===== src/rtl/bit_serializer.sv =====
// MSB-first parallel-to-serial converter with a valid/ready input and a registered bit stream.
// Define SER_PARITY_EN to append one even-parity bit after the LSB of each frame.
module bit_serializer #(
  parameter int WIDTH = 8
) (
  input  logic             clk,
  input  logic             reset,
  input  logic [WIDTH-1:0] in_data,
  input  logic             in_valid,
  output logic             in_ready,
  output logic             x,
  output logic             x_valid,
  output logic             x_last,
  output logic             busy
);

  localparam int CW = $clog2(WIDTH + 1);
`ifdef SER_PARITY_EN
  localparam int FRAME = WIDTH + 1;
`else
  localparam int FRAME = WIDTH;
`endif

  typedef enum logic {IDLE, SHIFT} state_t;

  state_t           state, state_nx;
  logic [WIDTH-1:0] shreg, shreg_nx;
  logic [CW-1:0]    cnt, cnt_nx;
  logic             x_nx, last_nx;
  logic             accept;
`ifdef SER_PARITY_EN
  logic             par, par_nx;
`endif

  // A new word may land in the same cycle the previous frame emits its last bit.
  assign in_ready = reset && ((state == IDLE) || x_last);
  assign accept   = in_valid && in_ready;

  // x_valid and busy come straight off the state flop, so they stay glitch-free.
  assign x_valid  = (state == SHIFT);
  assign busy     = (state == SHIFT);

  always_comb begin
    // NOTE: every always_comb output gets a default first so no path leaves a latch behind.
    state_nx = state;
    shreg_nx = shreg;
    cnt_nx   = cnt;
    x_nx     = x;
    last_nx  = x_last;
`ifdef SER_PARITY_EN
    par_nx   = par;
`endif
    if (accept) begin
      state_nx = SHIFT;
      x_nx     = in_data[WIDTH-1];
      shreg_nx = {in_data[WIDTH-2:0], 1'b0};
      cnt_nx   = CW'(FRAME - 1);
      last_nx  = 1'b0;
`ifdef SER_PARITY_EN
      par_nx   = ^in_data;
`endif
    end else if (state == SHIFT) begin
      if (x_last) begin
        state_nx = IDLE;
        x_nx     = 1'b0;
        last_nx  = 1'b0;
        shreg_nx = '0;
        cnt_nx   = '0;
      end else begin
        // cnt counts bits still to come after the one on x now.
        cnt_nx   = cnt - CW'(1);
        last_nx  = (cnt == CW'(1));
        shreg_nx = {shreg[WIDTH-2:0], 1'b0};
`ifdef SER_PARITY_EN
        x_nx     = (cnt == CW'(1)) ? par : shreg[WIDTH-1];
`else
        x_nx     = shreg[WIDTH-1];
`endif
      end
    end
  end

  always_ff @(posedge clk or negedge reset) begin
    if (!reset) begin
      state  <= IDLE;
      shreg  <= '0;
      cnt    <= '0;
      x      <= 1'b0;
      x_last <= 1'b0;
`ifdef SER_PARITY_EN
      par    <= 1'b0;
`endif
    end else begin
      // NOTE: non-blocking assignments so every flop samples pre-edge values.
      state  <= state_nx;
      shreg  <= shreg_nx;
      cnt    <= cnt_nx;
      x      <= x_nx;
      x_last <= last_nx;
`ifdef SER_PARITY_EN
      par    <= par_nx;
`endif
    end
  end

endmodule

===== config.mk =====
export PLATFORM = sky130hd
export DESIGN_NAME = bit_serializer
export DESIGN_NICKNAME = d
export VERILOG_FILES = /design/src/rtl/bit_serializer.sv
export SDC_FILE = /design/constraint.sdc
export NUM_CORES = 1
export LEC_CHECK = 0
export CORE_ASPECT_RATIO = 0.7
export CORE_MARGIN = 1.5
export CORE_UTILIZATION = 30
export DETAILED_ROUTE_END_ITERATION = 8
export HOLD_SLACK_MARGIN = 0.1
export SYNTH_ARGS = -nofsm -noshare
export SYNTH_HDL_FRONTEND = slang
export SYNTH_SLANG_ARGS = --single-unit

===== constraint.sdc =====
create_clock -name clk -period 1.4 [get_ports clk]
set_input_delay 0.28 -clock clk [delete_from_list [all_inputs] [get_ports clk]]
set_output_delay 0.28 -clock clk [all_outputs]
set_load 0.02 [all_outputs]

==> results of run 1 <==
-- flip-flops by register name, indices dropped and copies added (netlist names) --
register  cells
busy          1
shreg         7
x             1
x_last        1
cnt           4
-- worst register-to-register path, delay by kind of cell (launching register included) --
family,cells,cell delay (ns)
buffers and inverters,1,0.15
AND/OR/NAND/NOR,2,0.36
AO/OA/AOI/OAI,1,0.30
flip-flops,1,0.39
-- layout make-up --
type / count / area (sq um)
Timing Repair Buffer: 24 / 210
Inverter: 4 / 15.0
Multi-Input combinational cell: 37 / 302
Sequential cell: 14 / 350
Clock buffer: 4 / 36.3
Tap cell: 32 / 40.0
Fill cell: 227 / 1220
-- cells by family after synthesis --
group           after synthesis  share of synthesized area [%]
flops                        14                           50.6
fa+ha+maj                     2                           3.62
mux                           2                           3.07
compound gates               13                           16.5
buf+inv                       8                           7.05
simple gates                 19                           17.9
xor+xnor                      1                           1.27
-- repair_timing --
item                                    in CTS  in global routing
endpoints found under the setup margin       9                 11
pin swaps                                    0                  2
hold buffers                                 0                  0
gates resized for setup                     16                  7
-- per-stage QoR --
stage               hold slack, ns  TNS [ns]  cell area, sq um
floorplan                  -0.0156         0               692
global placement             0.479     -3.45               916
detailed placement           0.489     -3.55               916
CTS                          0.305  -0.00962               940
global route                 0.322  -0.00989               953
finish                       0.314         0               953
-- cells in the final DEF, fill, tap and decap left out, drive strengths merged, types with 2 or more instances in the layout --
cell type / count
a221o: 7
and2: 8
buf: 12
clkbuf: 5
clkdlybuf4s50: 10
dfrtp: 14
ha: 2
inv: 4
nand2: 3
nor2b: 2
o221ai: 2
-- worst max path at each step --
stage | startpoint | to | cells after the start
floorplan | busy | shreg[2] | 5
global placement | reset | in_ready | 3
detailed placement | reset | in_ready | 3
CTS | x_last | in_ready | 3
global route | x_last | in_ready | 3
finish | x_last | in_ready | 3
-- per-layer routing --
metal	track usage, %	share of wire (%)
met2	15.2	40
met1	20.7	52
met3	5.49	7.2
met4	1.33	0.36
met5	0	0
-- power by group --
part           leakage (nW)  switching [mW]  internal, mW
clock                0.0210           0.135         0.158
sequential            0.178           0.100         0.569
combinational         0.246           0.425         0.440
==> metrics.yaml, run 1 <==
num_vias: 531
wl_per_cell_microns: 12.2
ys_seq_area_share_pct: 50.6
total_power_mw: 1.83
r2r_end: "shreg[3]"
cellLeakagePower_nw: 0.444
grt_pass1_vias: 463
h-tree-depth: 1
drive_above_1_share_pct: 27.7
grt-ovfl-total: 0
fin_crit_sh_pct: 96.9
fin_util_pct: 43.9
synth.area.top_cells: "dfrtp_1, a221o_1, and2_1, ha_1, buf_6"
r2r_start: "x_last"
cts_buffers: 3
insertion_delay_ns: 0.28
fmax_mhz: 737
dp_slack_ns: -0.369
antennaDiodeCount: 0
antenna_found_initial: 0
drc_errors: 0
synth_nets: 72
timing.max_slew.rel_slack_pct: 75.7
post_cts_buffers: 0
cts_tree: "yes"
finalHoldViolations: 0
numPortBuffers: 15
synth_top_area_share_pct: 50.6
clock_sinks: 14
synth_seq_cells: 14
crit_arrival_ns: 1.08
crit_family: "flip-flops"
clk_pin_slew_ns: 0.09
synth_warnings: 0
cts-root-buf: "clkbuf_4"
final_cells: 115
clock_path_buffers: 2
period_needed_ns: 1.36
pin_count: 16
syn-cell-area_sq_um: 692
pwr_density_cell_mw_per_mm2: 1920
drt_iter0_drc: 19
crit_buf_inv: 1
hp-class: "input port to async pin"
die_h_microns: 43.2
viasPerCell: 4.62
synth_top_area_cell: "dfrtp_1"
crit_required_ns: 1.12
synth_cells: 59
crit_chain: "nand2b_4 > and2_4 > buf_6"
ir_drop_mv: 0.790
fin_nets: 97
ys.flop_type: "dfrtp_1"
first_pass_iters: 4
clock_skew_ns: 0.0105
slowest_stage: "dfrtp_1"
grtUsageTotal_pct: 12.6
maxCapViolCount: 0
grt_max_degree: 11
cp-start-kind: "flip-flop"
max_stage_delay_ns: 0.39
outcome: "completed"
yosys-top-cells-count: "dfrtp_1, and2_1, a221o_1"
rows: 14
drv_slew: 0
cp_max_fo: 2
timing.final.ws_setup_ns: 0.0438
syn_to_final_growth_pct: 37.8
worst_slew_pin_slew_ns: 0.363
grt_setup_unrepaired: "yes"
async_reset_ff_share_pct: 100
yosysUniqueCellTypes: 24
die_area_sq_mm: 0.00261
initial_core_util_pct: 31.9
worstSetupEndpointType: "output port"
gp_congestion: 0.795
place_inst: 111
synth_edf_count: 0
die_x_microns: 60.4
routed_wl_mm: 1.40
reg2reg_setup_slack_ns: 0.08
core_sq_mm: 0.00217
synth_most_common_cell: "dfrtp_1"
dp_hpwl_mm: 1.05
grt_first_pass_wirelength_mm: 2.31
reg2reg_depth: 4
finalSetupViolCount: 0
critPathKind: "flip-flop to output port"
synth.avg_cell_area_sq_um: 11.7
postRouteAntennaNets: 0
Note: power is estimated with default switching activity, not from simulation.
==> run 2, diff against run 1 <==
- SLEW_MARGIN: unset -> 5
==> results of run 2 <==
No change in the layout: final DEF, timing and power equal those of run 1.
